<file path="src/rtl/uart_cfg_core.sv">
// Full-duplex UART with clock-enable baud timing, configurable width/parity/stop,
// and an oversampling receiver with false-start rejection and error reporting.
`timescale 1ns/1ps
module uart_cfg_core #(
  parameter int unsigned CLK_FREQ   = 1000000,
  parameter int unsigned BAUD_RATE  = 9600,
  parameter int unsigned OVERSAMPLE = 16,
  parameter int unsigned DATA_BITS  = 8,
  parameter int unsigned PARITY_EN  = 0,
  parameter int unsigned PARITY_ODD = 0,
  parameter int unsigned STOP_BITS  = 1
) (
  input  logic                 clk,
  input  logic                 rst,
  input  logic                 tx_valid,
  input  logic [DATA_BITS-1:0] tx_data,
  output logic                 tx_ready,
  output logic                 tx,
  output logic                 tx_done,
  input  logic                 rx,
  output logic [DATA_BITS-1:0] rx_data,
  output logic                 rx_valid,
  output logic                 rx_parity_err,
  output logic                 rx_frame_err,
  output logic                 rx_busy
);

  localparam int unsigned DIV       = CLK_FREQ / (BAUD_RATE * OVERSAMPLE);
  localparam int unsigned BIT_CLKS  = DIV * OVERSAMPLE;
  localparam int unsigned STOP_CLKS = STOP_BITS * BIT_CLKS;
  localparam int unsigned TXC_W     = (STOP_CLKS > 1) ? $clog2(STOP_CLKS) : 1;
  localparam int unsigned DIV_W     = (DIV > 1) ? $clog2(DIV) : 1;
  localparam int unsigned OS_W      = $clog2(OVERSAMPLE);
  localparam int unsigned BIT_W     = $clog2(DATA_BITS);
  localparam logic        PAR_EN    = (PARITY_EN != 0);
  localparam logic        PAR_INV   = (PARITY_ODD != 0);

  if (DIV < 1) begin : g_div_chk
    $error("uart_cfg_core: CLK_FREQ too low for BAUD_RATE*OVERSAMPLE");
  end
  if (OVERSAMPLE < 4 || (OVERSAMPLE % 2) != 0) begin : g_os_chk
    $error("uart_cfg_core: OVERSAMPLE must be even and >= 4");
  end
  if (DATA_BITS < 5 || DATA_BITS > 9) begin : g_db_chk
    $error("uart_cfg_core: DATA_BITS must be 5..9");
  end
  if (STOP_BITS < 1 || STOP_BITS > 2) begin : g_sb_chk
    $error("uart_cfg_core: STOP_BITS must be 1 or 2");
  end

  // ---------------- transmitter ----------------
  localparam logic [2:0] TX_IDLE   = 3'd0;
  localparam logic [2:0] TX_START  = 3'd1;
  localparam logic [2:0] TX_DATA   = 3'd2;
  localparam logic [2:0] TX_PARITY = 3'd3;
  localparam logic [2:0] TX_STOP   = 3'd4;

  logic [2:0]           tx_state_q, tx_state_d;
  logic [TXC_W-1:0]     tx_cnt_q, tx_cnt_d;
  logic [BIT_W-1:0]     tx_bit_q, tx_bit_d;
  logic [DATA_BITS-1:0] tx_shift_q, tx_shift_d;
  logic                 tx_par_q, tx_par_d;
  logic                 tx_q, tx_d;
  logic                 tx_bit_end, tx_stop_end;

  assign tx_bit_end  = (tx_cnt_q == TXC_W'(BIT_CLKS - 1));
  assign tx_stop_end = (tx_cnt_q == TXC_W'(STOP_CLKS - 1));

  always_comb begin
    tx_state_d = tx_state_q;
    tx_cnt_d   = tx_cnt_q;
    tx_bit_d   = tx_bit_q;
    tx_shift_d = tx_shift_q;
    tx_par_d   = tx_par_q;
    tx_d       = tx_q;
    if (tx_state_q != TX_IDLE) tx_cnt_d = tx_cnt_q + 1'b1;
    case (tx_state_q)
      TX_IDLE: begin
        tx_d = 1'b1;
        if (tx_valid) begin
          tx_shift_d = tx_data;
          tx_par_d   = (^tx_data) ^ PAR_INV;
          tx_cnt_d   = '0;
          tx_state_d = TX_START;
          tx_d       = 1'b0;
        end
      end
      TX_START: begin
        if (tx_bit_end) begin
          tx_cnt_d   = '0;
          tx_bit_d   = '0;
          tx_state_d = TX_DATA;
          tx_d       = tx_shift_q[0];
        end
      end
      TX_DATA: begin
        if (tx_bit_end) begin
          tx_cnt_d = '0;
          if (tx_bit_q == BIT_W'(DATA_BITS - 1)) begin
            tx_state_d = PAR_EN ? TX_PARITY : TX_STOP;
            tx_d       = PAR_EN ? tx_par_q : 1'b1;
          end else begin
            tx_bit_d   = tx_bit_q + 1'b1;
            tx_shift_d = tx_shift_q >> 1;
            tx_d       = tx_shift_q[1];
          end
        end
      end
      TX_PARITY: begin
        if (tx_bit_end) begin
          tx_cnt_d   = '0;
          tx_state_d = TX_STOP;
          tx_d       = 1'b1;
        end
      end
      TX_STOP: begin
        if (tx_stop_end) begin
          tx_cnt_d   = '0;
          tx_state_d = TX_IDLE;
        end
      end
      default: tx_state_d = TX_IDLE;
    endcase
  end

  always_ff @(posedge clk or posedge rst) begin
    if (rst) begin
      tx_state_q <= TX_IDLE;
      tx_cnt_q   <= '0;
      tx_bit_q   <= '0;
      tx_shift_q <= '0;
      tx_par_q   <= 1'b0;
      tx_q       <= 1'b1;
    end else begin
      tx_state_q <= tx_state_d;
      tx_cnt_q   <= tx_cnt_d;
      tx_bit_q   <= tx_bit_d;
      tx_shift_q <= tx_shift_d;
      tx_par_q   <= tx_par_d;
      tx_q       <= tx_d;
    end
  end

  assign tx_ready = (tx_state_q == TX_IDLE);
  assign tx_done  = (tx_state_q == TX_STOP) && tx_stop_end;
  assign tx       = tx_q;

  // ---------------- receiver ----------------
  localparam logic [2:0] RX_IDLE   = 3'd0;
  localparam logic [2:0] RX_START  = 3'd1;
  localparam logic [2:0] RX_DATA   = 3'd2;
  localparam logic [2:0] RX_PARITY = 3'd3;
  localparam logic [2:0] RX_STOP   = 3'd4;
  localparam logic [2:0] RX_WAIT_H = 3'd5;

  logic                 rx_meta_q, rx_sync_q;
  logic [DIV_W-1:0]     div_cnt_q, div_cnt_d;
  logic                 tick;
  logic [2:0]           rx_state_q, rx_state_d;
  logic [OS_W-1:0]      rx_os_q, rx_os_d;
  logic [BIT_W-1:0]     rx_bit_q, rx_bit_d;
  logic [DATA_BITS-1:0] rx_shift_q, rx_shift_d;
  logic                 rx_par_q, rx_par_d;
  logic                 rx_perr_q, rx_perr_d;
  logic [DATA_BITS-1:0] rx_data_q, rx_data_d;
  logic                 rx_perr_out_q, rx_perr_out_d;
  logic                 rx_ferr_q, rx_ferr_d;
  logic                 rx_valid_q, rx_valid_d;
  logic                 os_half, os_full;

  assign tick      = (div_cnt_q == DIV_W'(DIV - 1));
  assign div_cnt_d = tick ? '0 : div_cnt_q + 1'b1;
  assign os_half   = (rx_os_q == OS_W'(OVERSAMPLE / 2 - 1));
  assign os_full   = (rx_os_q == OS_W'(OVERSAMPLE - 1));

  always_comb begin
    rx_state_d    = rx_state_q;
    rx_os_d       = rx_os_q;
    rx_bit_d      = rx_bit_q;
    rx_shift_d    = rx_shift_q;
    rx_par_d      = rx_par_q;
    rx_perr_d     = rx_perr_q;
    rx_data_d     = rx_data_q;
    rx_perr_out_d = rx_perr_out_q;
    rx_ferr_d     = rx_ferr_q;
    rx_valid_d    = 1'b0;
    case (rx_state_q)
      RX_IDLE: begin
        if (!rx_sync_q) begin
          rx_state_d = RX_START;
          rx_os_d    = '0;
        end
      end
      RX_START: begin
        if (tick) begin
          rx_os_d = rx_os_q + 1'b1;
          // Mid start bit: a line back high means a glitch, not a frame.
          if (os_half) begin
            rx_os_d    = '0;
            rx_bit_d   = '0;
            rx_par_d   = 1'b0;
            rx_perr_d  = 1'b0;
            rx_state_d = rx_sync_q ? RX_IDLE : RX_DATA;
          end
        end
      end
      RX_DATA: begin
        if (tick) begin
          rx_os_d = rx_os_q + 1'b1;
          if (os_full) begin
            rx_os_d    = '0;
            rx_shift_d = {rx_sync_q, rx_shift_q[DATA_BITS-1:1]};
            rx_par_d   = rx_par_q ^ rx_sync_q;
            if (rx_bit_q == BIT_W'(DATA_BITS - 1))
              rx_state_d = PAR_EN ? RX_PARITY : RX_STOP;
            else
              rx_bit_d = rx_bit_q + 1'b1;
          end
        end
      end
      RX_PARITY: begin
        if (tick) begin
          rx_os_d = rx_os_q + 1'b1;
          if (os_full) begin
            rx_os_d    = '0;
            rx_perr_d  = rx_sync_q != (rx_par_q ^ PAR_INV);
            rx_state_d = RX_STOP;
          end
        end
      end
      RX_STOP: begin
        if (tick) begin
          rx_os_d = rx_os_q + 1'b1;
          if (os_full) begin
            rx_os_d       = '0;
            rx_valid_d    = 1'b1;
            rx_data_d     = rx_shift_q;
            rx_perr_out_d = rx_perr_q;
            rx_ferr_d     = !rx_sync_q;
            rx_state_d    = rx_sync_q ? RX_IDLE : RX_WAIT_H;
          end
        end
      end
      RX_WAIT_H: begin
        if (rx_sync_q) rx_state_d = RX_IDLE;
      end
      default: rx_state_d = RX_IDLE;
    endcase
  end

  always_ff @(posedge clk or posedge rst) begin
    if (rst) begin
      rx_meta_q     <= 1'b1;
      rx_sync_q     <= 1'b1;
      div_cnt_q     <= '0;
      rx_state_q    <= RX_IDLE;
      rx_os_q       <= '0;
      rx_bit_q      <= '0;
      rx_shift_q    <= '0;
      rx_par_q      <= 1'b0;
      rx_perr_q     <= 1'b0;
      rx_data_q     <= '0;
      rx_perr_out_q <= 1'b0;
      rx_ferr_q     <= 1'b0;
      rx_valid_q    <= 1'b0;
    end else begin
      rx_meta_q     <= rx;
      rx_sync_q     <= rx_meta_q;
      div_cnt_q     <= div_cnt_d;
      rx_state_q    <= rx_state_d;
      rx_os_q       <= rx_os_d;
      rx_bit_q      <= rx_bit_d;
      rx_shift_q    <= rx_shift_d;
      rx_par_q      <= rx_par_d;
      rx_perr_q     <= rx_perr_d;
      rx_data_q     <= rx_data_d;
      rx_perr_out_q <= rx_perr_out_d;
      rx_ferr_q     <= rx_ferr_d;
      rx_valid_q    <= rx_valid_d;
    end
  end

  assign rx_data       = rx_data_q;
  assign rx_valid      = rx_valid_q;
  assign rx_parity_err = rx_perr_out_q;
  assign rx_frame_err  = rx_ferr_q;
  assign rx_busy       = (rx_state_q != RX_IDLE);

endmodule

</file>
<file path="config.mk">
export PLATFORM = sky130hd
export DESIGN_NAME = uart_cfg_core
export DESIGN_NICKNAME = d
export VERILOG_FILES = /design/src/rtl/uart_cfg_core.sv
export SDC_FILE = /design/constraint.sdc
export NUM_CORES = 1
export LEC_CHECK = 0
export ABC_AREA = 1
export ABC_CLOCK_PERIOD_IN_PS = 2500
export CAP_MARGIN = 20
export CELL_PAD_IN_SITES_DETAIL_PLACEMENT = 1
export CELL_PAD_IN_SITES_GLOBAL_PLACEMENT = 1
export CORE_MARGIN = 5
export CORE_UTILIZATION = 47
export CTS_CLUSTER_DIAMETER = 150
export DETAILED_ROUTE_END_ITERATION = 8
export DONT_BUFFER_PORTS = 1
export PLACE_DENSITY_LB_ADDON = 0.25
export SLEW_MARGIN = 20
export SYNTH_ARGS = -nofsm -noshare
export SYNTH_HDL_FRONTEND = slang
export SYNTH_SLANG_ARGS = --single-unit
</file>
<file path="constraint.sdc">
create_clock -name clk -period 2.5 [get_ports clk]
set_clock_uncertainty 0.2 [all_clocks]
set_input_delay 0.5 -clock clk [delete_from_list [all_inputs] [get_ports clk]]
set_output_delay 0.5 -clock clk [all_outputs]
set_load 0.01 [all_outputs]
</file>
==> flow_summary_export.csv, run 1 <==
group,metric,value,unit
synthesis,netlist_area,2910,um2
cts,root_buffer,"clkbuf_8",
pwr,power.internal,1.53,mW
hold_path,min_from,"tx_valid",
outcome,outcome,"complete, no violations",
pwr,power_switching,441,uW
synthesis,synth_enable_flop_cells,0,
route,drt-total-wl,6680,um
cts,cts_buffers,9,
finish,nets,399,
floorplanning,die_y,88.6,um
pwr,power_frac_seq,48.3,%
worst_setup_path,timing.rr.start,"tx_state_q[0]$_DFFE_PP0P_",
floorplanning,initial_core_util,48.8,%
cts,h-tree-depth,3,
timing,hold_viol_final,0,
finish,drive_gt1_share,11.9,%
worst_setup_path,slowest_delay,390,ps
worst_setup_path,endpoint_kind,"output pin",
placement,io_buffers,0,
route,vias,2338,
pwr,power_leakage,1.66,nW
grt,grt_max_degree,24,
floorplanning,num_rows,28,
worst_setup_path,cp.arrival,1560,ps
worst_setup_path,ff2ff_path_depth,9,
route,drtAntennaViolNets,0,
grt,grt_pass1_wl,11700,um
timing,slew_violations,0,
synthesis,synth.avg_cell_area,7.86,um2
finish,register_area,1460,um2
synthesis,ys_async_sr_fraction,100,%
hold_path,worstHoldEndpoint,"tx_state_q[0]$_DFFE_PP0P_",
worst_setup_path,crit_family,"simple AND/OR/NAND/NOR gates",
worst_setup_path,cp_max_fo,4,
cts,tritoncts,"built",
grt,grtUsageTotal,19.4,%
finish,diodes,0,
worst_setup_path,crit_slowest_cell,"dfrtp_1",
timing,tightest_slew,507,ps
worst_setup_path,rrSetupSlack,530,ps
hold_path,hold_path_class,"in2reg",
synthesis,synth_cell_types,27,
floorplanning,die_x,88.6,um
finish,final_cell_mix,"nand2_1 (143), dfrtp_1 (55), inv_1 (34)",
worst_setup_path,cp-start-kind,"flop",
route,drc_errors,0,
worst_setup_path,r2r-end,"tx_shift_q[2]$_DFFE_PP0P_",
route,drt_pre_antenna_iters,4,
hold_path,worstHoldPathCells,2,
floorplanning,core_area,5960,um2
grt,overflow,0,
worst_setup_path,critical_path_class,"reg2out",
timing,final-setup-viol-count,0,
grt,grt_pass1_vias,2512,
timing,layout_min_cycle_time,2260,ps
timing,fin_crit_sh,90.6,%
pwr,vdd_ir_drop_max,0.330,mV
finish,layout_commonest_cell,"nand2_1",
worst_setup_path,path_cells,"ha_1, nand3_1, nor2_2, inv_1, nor3_2",
synthesis,synth_top_area_share,47.4,%
placement,place_congestion,0.816,
synthesis,synth-seq-area-share,50.1,%
worst_setup_path,crit_required,1800,ps
finish,multiInputGateArea,1250,um2
pwr,clockPowerShare,47.6,%
worst_setup_path,critPathBufInv,1,
floorplanning,boundaryPins,27,
timing,slew-limit-headroom,66.2,%
synthesis,yosys.area.top_type,"dfrtp_1",
synthesis,ys_top_cells_by_area,"dfrtp_1 (47%), nand2_1 (18%), inv_1 (4.5%)",
timing,whs,122,ps
floorplanning,die_area,7860,um2
finish,final.fill_count,760,
synthesis,synth-seq-cells,58,
pwr,pwr_density_cell,609,nW/um2
cts,clkSinkCount,58,
route,drt_iter0_drc,34,
timing,rsz0062_at_grt,"false",
route,wire_per_inst,14.5,um
cts,clk_path_buf_depth,2,
grt,antenna_found_initial,0,
cts,post_cts_buffers,0,
synthesis,netlist_instances,370,
run,maxCapViolCount,0,
timing,tns,0,ps
route,drt-vias-per-instance,5.07,
placement,hpwl,4780,um
synthesis,ys.flop_type,"dfrtp_1",
timing,fmax,442,MHz
synthesis,mappedNetlistNets,388,
cts,cts.clk_slew.worst_paths,70,ps
worst_setup_path,crit_cells,5,
cts,insertion_delay,330,ps
pwr,switching_share,22.4,%
pwr,p_comb_share,4.1,%
finish,areaGrowthSynthToFinish,11.3,%
synthesis,ys_warn_count,0,
==> registers in the layout (all words and copies together), names as in the netlist, 3 cells and up <==
register and cells:
div_cnt_q 3, rx_data 8, tx_bit_q 3, rx_os_q 4
rx_state_q 3, tx_state_q 3, rx_bit_q 3, tx_cnt_q 7
tx_shift_q 8, rx_shift_q 8
==> power groups by stage <==
stage | combinational, mW | clock (mW) | sequential, mW
finish | 0.0808 | 0.937 | 0.952
global route | 0.0939 | 1.01 | 0.952
CTS | 0.0827 | 0.961 | 0.952
detailed placement | 0.0799 | 0 | 0.969
global placement | 0.0772 | 0 | 0.969
floorplan | 0.0604 | 0 | 0.965
==> kinds of logic (layout without fill, tap and decap cells) <==
| group | count (synthesis) | after routing | synth area share, % |
|---|---|---|---|
| and+or+nand+nor | 203 | 203 | 29.9 |
| DFF | 58 | 58 | 50.1 |
| AOI/OAI and AO/OA | 48 | 48 | 8.35 |
| buffers and inverters | 48 | 64 | 6.97 |
| adders and majority gates | 6 | 6 | 2.58 |
| xor gates and xnor gates | 6 | 6 | 1.81 |
| muxes | 1 | 1 | 0.344 |
==> timing repair <==
action | 4_1_cts | 5_1_grt
hold buffers | 2 | 0
gates resized for setup | 0 | 1
endpoints found under the hold margin | 20 | 0
endpoints found under the setup margin | 0 | 1
==> worst max-delay path by stage <==
stage / from / to / slack, ps
detailed placement: tx_cnt_q[0]$_DFF_PP0_ / tx_done / 470
global placement: tx_cnt_q[0]$_DFF_PP0_ / tx_done / 510
global route: tx_cnt_q[0]$_DFF_PP0_ / tx_done / 80
finish: tx_cnt_q[0]$_DFF_PP0_ / tx_done / 240
floorplan: rst / div_cnt_q[0]$_DFF_PP0_ / 380
CTS: tx_cnt_q[0]$_DFF_PP0_ / tx_done / 100
==> synth_stat cells, types with 4 or more instances <==
cell type	count
a21oi_1	4
buf_2	4
dfrtp_1	55
ha_1	6
inv_1	35
inv_2	6
nand2_1	143
nand3_1	24
nand4_1	4
nor2_1	13
nor2_2	8
o21ai_0	26
o21ai_1	16
xor2_1	5
==> through the flow <==
step           cell area [um2]  utilization (%)  worst slack [ps]  power, mW  std cells
2_1_floorplan             2910                -               377       1.03        370
3_3_place_gp              3000             50.4               506       1.05        443
3_5_place_dp              3000             50.4               465       1.05        443
4_1_cts                   3230             54.2               101       2.00        461
5_1_grt                   3240             54.3              80.8       2.05        461
6_report                  3240             54.3               236       1.97        461
==> area by class of cell <==
type | count | area share, %
sequential | 58 | 45.0
multi-input combinational | 264 | 38.7
inverter | 42 | 4.95
clock buffer | 11 | 4.06
tap | 75 | 2.90
clock inverter | 5 | 2.44
timing repair buffer | 6 | 1.93
==> layer usage <==
layer | routed length (um) | vias up | track usage [%]
li1 | - | 1193 | -
met1 | 2950 | 1110 | 23.4
met2 | 3420 | 23 | 33.9
met3 | 195 | 12 | 4.00
met4 | 111 | 0 | 7.42
met5 | 0 | - | 0
Power figures use the tool's default switching activity.
==> run 2, diff against run 1 <==
- PLACE_DENSITY: unset -> 0.87
- PLACE_DENSITY_LB_ADDON: 0.25 -> unset
==> run 2 against run 1 <==
Against the previous run:
- worst setup slack lost 73 ps
- die area unchanged
- first-iteration DRC count grew to 3.0 times the previous value
- register-to-register slack lost 20 ps
- global-route usage up 2.2 points
==> flow_summary_export.csv, run 2 (same netlist as run 1, synthesis figures left out) <==
group,metric,value,unit
timing,tightest_slew,510,ps
worst_setup_path,cp_max_fo,4,
run,maxCapViolCount,0,
pwr,power.internal,1.64,mW
floorplanning,initial_core_util,48.8,%
grt,grtUsageTotal,21.6,%
finish,nets,398,
timing,rsz0062_at_grt,"false",
route,drt-total-wl,7420,um
timing,slew_violations,0,
route,drt_iter0_drc,102,
timing,layout_setup_ws,163,ps
timing,fmax,428,MHz
floorplanning,die_area,7860,um2
worst_setup_path,endpoint_kind,"output pin",
floorplanning,die_y,88.6,um
finish,areaGrowthSynthToFinish,12.0,%
pwr,clockPowerShare,51.8,%
placement,dp_slack,429,ps
timing,fin_crit_sh,93.5,%
route,drt-vias-per-instance,5.29,
route,vias,2435,
floorplanning,die_x,88.6,um
hold_path,hold_path_class,"in2reg",
pwr,switching_share,23.6,%
worst_setup_path,r2r-end,"rx_parity_err$_DFFE_PP0P_",
cts,h-tree-depth,3,
cts,cts_buffers,9,
timing,hold_viol_final,0,
pwr,pwr_density_cell,658,nW/um2
pwr,power_switching,506,uW
cts,tritoncts,"built",
cts,clk_path_buf_depth,2,
timing,layout_min_cycle_time,2340,ps
hold_path,worstHoldEndpoint,"tx_state_q[0]$_DFFE_PP0P_",
cts,root_buffer,"clkbuf_8",
worst_setup_path,timing.rr.start,"rx_os_q[0]$_DFFE_PP0P_",
worst_setup_path,ff2ff_path_depth,9,
cts,cts.clk_slew.worst_paths,70,ps
route,wire_per_inst,16.1,um
finish,final_cell_mix,"nand2_1 (143), dfrtp_1 (55), inv_1 (34)",
hold_path,min_from,"tx_valid",
grt,grt_pass1_vias,2587,
worst_setup_path,cp-start-kind,"flop",
timing,final-setup-viol-count,0,
route,drc_errors,0,
cts,post_cts_buffers,0,
pwr,power_frac_seq,44.4,%
floorplanning,num_rows,28,
pwr,p_comb_share,3.8,%
finish,final.fill_count,744,
pwr,totalPowerFinal,2.14,mW
placement,hpwl,5010,um
worst_setup_path,cp.arrival,1640,ps
timing,tns,0,ps
pwr,power_leakage,1.67,nW
finish,diodes,0,
hold_path,worstHoldPathCells,2,
grt,grt_max_degree,25,
finish,layout_commonest_cell,"nand2_1",
cts,clkSinkCount,58,
grt,overflow,0,
outcome,outcome,"complete, no violations",
floorplanning,core_area,5960,um2
route,drtAntennaViolNets,0,
floorplanning,boundaryPins,27,
worst_setup_path,critical_path_class,"reg2out",
pwr,vdd_ir_drop_max,0.493,mV
route,drt_pre_antenna_iters,5,
grt,antenna_found_initial,0,
finish,utilization,54.6,%
cts,insertion_delay,350,ps
placement,io_buffers,0,
finish,drive_gt1_share,12.2,%
worst_setup_path,rrSetupSlack,510,ps
worst_setup_path,startpoint,"tx_cnt_q[0]$_DFF_PP0_",
timing,slew-limit-headroom,65.9,%
placement,place_congestion,0.865,
worst_setup_path,crit_required,1800,ps
grt,grt_pass1_wl,12600,um
## run 2: cell types whose count changed in the layout (fill, tap and decap cells not counted)
cell,change
buf_12,-1
bufinv_16,+1
clkbuf_1,-2
clkinv_2,-2
clkinv_4,+2
inv_6,+1
## run 2: worst max-delay path by stage
stage	end	slack, ps	depth (start not counted)
after detailed placement	tx_done	430	5
after floorplan	div_cnt_q[0]$_DFF_PP0_	380	1
after global placement	tx_done	530	5
after global routing	tx_done	30	5
final	tx_done	160	5
after CTS	tx_done	60	5
## run 2: layout make-up
type,count,area (um2),share of cell area [%]
Sequential cell,58,1460,44.7
Multi-Input combinational cell,264,1250,38.5
Timing Repair Buffer,5,42.5,1.31
Clock inverter,7,125,3.84
Tap cell,75,93.8,2.88
Inverter,42,160,4.92
Clock buffer,9,124,3.81
## run 2: routing by layer
layer / up-vias / track usage (%) / routed length, um
met5: - / 0 / 0
met4: 0 / 7.01 / 84
met3: 6 / 6.42 / 313
met2: 38 / 37.9 / 3940
met1: 1201 / 25.3 / 3080
li1: 1190 / - / -
## run 2: through the flow
step	instance area [um2]	hold slack (ps)	instances
5_1_grt	3250	131	460
3_3_place_gp	2980	146	442
6_report	3250	122	460
3_5_place_dp	2980	147	442
2_1_floorplan	2910	145	370
4_1_cts	3250	109	460
## run 2: power groups by stage
stage / Sequential [mW] / Clock [mW] / Combinational [mW]
after floorplan: 0.965 / 0 / 0.0604
after global placement: 0.969 / 0 / 0.0737
after detailed placement: 0.969 / 0 / 0.0778
after CTS: 0.951 / 1.13 / 0.0828
after global routing: 0.952 / 1.17 / 0.0946
final: 0.951 / 1.11 / 0.0808
## run 2: timing repair
item,in CTS,in global routing
endpoints found under the hold margin,22,0
endpoints found under the setup margin,0,1
hold buffers,2,0
gates resized for setup,0,1
## run 2: worst max-delay path, cell delays in order (launching register included)
cell	delay (ps)
dfrtp_1	400
ha_1	190
nand3_1	120
nor2_2	270
inv_1	110
nor3_2	200
==> run 3, diff against run 2 <==
==> constraint.sdc (replaced) <==
create_clock -name clk -period 2.5 [get_ports clk]
set_clock_uncertainty 0.2 [all_clocks]
set_input_delay 0.5 -clock clk [delete_from_list [all_inputs] [get_ports clk]]
set_output_delay 0.5 -clock clk [all_outputs]
set_load 0.005 [all_outputs]
==> run 3 against run 2 <==
Against the previous run:
- die area is the same
- first-iteration DRC count shrank 53%
- critical endpoint unchanged
- global-route usage shrank 2.1 points
- cell count is the same
- design area grew 0.23%
- critical path depth is the same
- largest cell class unchanged
- largest power group unchanged
- hold slack lost 19 ps
==> flow_summary_export.csv, run 3 (same netlist as run 1, synthesis figures left out) <==
group,metric,value,unit
outcome,outcome,"complete, no violations",
cts,cts_buffers,9,
finish,diodes,0,
floorplanning,core_area,5960,um2
worst_setup_path,cp-start-kind,"flop",
floorplanning,initial_core_util,48.8,%
finish,multiInputGateArea,1250,um2
hold_path,hold_path_class,"in2reg",
finish,drive_gt1_share,11.9,%
cts,tritoncts,"built",
worst_setup_path,r2r-end,"tx_shift_q[4]$_DFFE_PP0P_",
timing,tightest_slew,463,ps
cts,clkSinkCount,58,
grt,overflow,0,
placement,hpwl,4860,um
worst_setup_path,cp_max_fo,4,
timing,fmax,438,MHz
timing,final-setup-viol-count,0,
route,wire_per_inst,15.0,um
pwr,power_leakage,1.67,nW
cts,post_cts_buffers,0,
route,vias,2399,
worst_setup_path,endpoint_kind,"output pin",
timing,slew-limit-headroom,69.0,%
worst_setup_path,critical_path_class,"reg2out",
route,drc_errors,0,
grt,antenna_found_initial,0,
worst_setup_path,crit_required,1800,ps
timing,slew_violations,0,
cts,ctsResizeCount,0,
hold_path,worstHoldPathCells,2,
grt,grtUsageTotal,19.5,%
timing,fin_crit_sh,91.4,%
floorplanning,die_y,88.6,um
pwr,p_comb_share,3.8,%
pwr,vdd_ir_drop_max,0.439,mV
cts,h-tree-depth,3,
timing,tns,0,ps
grt,grt_max_degree,59,
grt,grt_pass1_vias,2553,
worst_setup_path,timing.rr.start,"tx_state_q[0]$_DFFE_PP0P_",
pwr,pwr_density_cell,649,nW/um2
floorplanning,die_area,7860,um2
worst_setup_path,cp.arrival,1580,ps
placement,io_buffers,0,
worst_setup_path,rrSetupSlack,580,ps
pwr,clockPowerShare,51.3,%
route,drt-vias-per-instance,5.22,
run,maxCapViolCount,0,
pwr,power.internal,1.64,mW
floorplanning,num_rows,28,
cts,holdBufCountCts,2,
cts,cts.clk_slew.worst_paths,70,ps
cts,insertion_delay,350,ps
worst_setup_path,startpoint,"tx_cnt_q[0]$_DFF_PP0_",
pwr,switching_share,22.7,%
timing,layout_min_cycle_time,2280,ps
placement,place_congestion,0.799,
finish,nets,398,
route,drt_pre_antenna_iters,4,
grt,grt_pass1_wl,11800,um
finish,register_area,1460,um2
floorplanning,boundaryPins,27,
cts,root_buffer,"clkbuf_8",
timing,hold_viol_final,0,
floorplanning,die_x,88.6,um
hold_path,min_from,"tx_valid",
finish,final.fill_count,744,
hold_path,worstHoldEndpoint,"tx_state_q[0]$_DFFE_PP0P_",
worst_setup_path,ff2ff_path_depth,9,
pwr,totalPowerFinal,2.12,mW
finish,layout_commonest_cell,"nand2_1",
route,drt_iter0_drc,48,
finish,utilization,54.8,%
route,drtAntennaViolNets,0,
pwr,power_switching,480,uW
finish,areaGrowthSynthToFinish,12.2,%
finish,final_cell_mix,"nand2_1 (143), dfrtp_1 (55), inv_1 (34)",
timing,rsz0062_at_grt,"false",
cts,clk_path_buf_depth,2,
route,drt-total-wl,6910,um
pwr,power_frac_seq,44.9,%
run 3: cell counts in the layout (fill, tap and decap cells not counted):
No cell type changed its count.
run 3: per-stage QoR:
step	hold WS [ps]	setup WS, ps	instance area [um2]	instances
2_1_floorplan	145	377	2910	370
3_3_place_gp	148	620	2990	442
5_1_grt	112	60.3	3260	460
3_5_place_dp	149	586	2990	442
6_report	103	216	3260	460
4_1_cts	89.0	200	3260	460
run 3: power groups by stage:
stage / Combinational, mW / Clock [mW] / Sequential [mW]
finish: 0.0802 / 1.09 / 0.951
global route: 0.0929 / 1.15 / 0.952
CTS: 0.0826 / 1.11 / 0.951
detailed placement: 0.0783 / 0 / 0.969
global placement: 0.0748 / 0 / 0.969
floorplan: 0.0599 / 0 / 0.965
run 3: per-layer routing:
layer	track usage [%]	routed length, um	vias to the layer above
met5	0	0	-
met4	6.87	92	0
met3	4.75	231	10
met2	34.8	3640	31
met1	22.7	2940	1169
li1	-	-	1189
run 3: worst max-delay path by stage:
stage                                   to  slack [ps]
detailed placement                 tx_done         590
finish                             tx_done         220
global route                       tx_done          60
global placement                   tx_done         620
CTS                                tx_done         200
floorplan           div_cnt_q[0]$_DFF_PP0_         380
run 3: cell type report:
cell class	count	area share (%)
tap	75	2.88
timing repair buffer	5	1.69
inverter	42	4.91
clock inverter	7	3.84
clock buffer	9	3.80
sequential	58	44.6
multi-input combinational	264	38.3
run 3: critical path: stages (launching register included):
cell and delay [ps]:
dfrtp_1 390, ha_1 190, nand3_1 110, nor2_2 260, inv_1 90, nor3_1 200
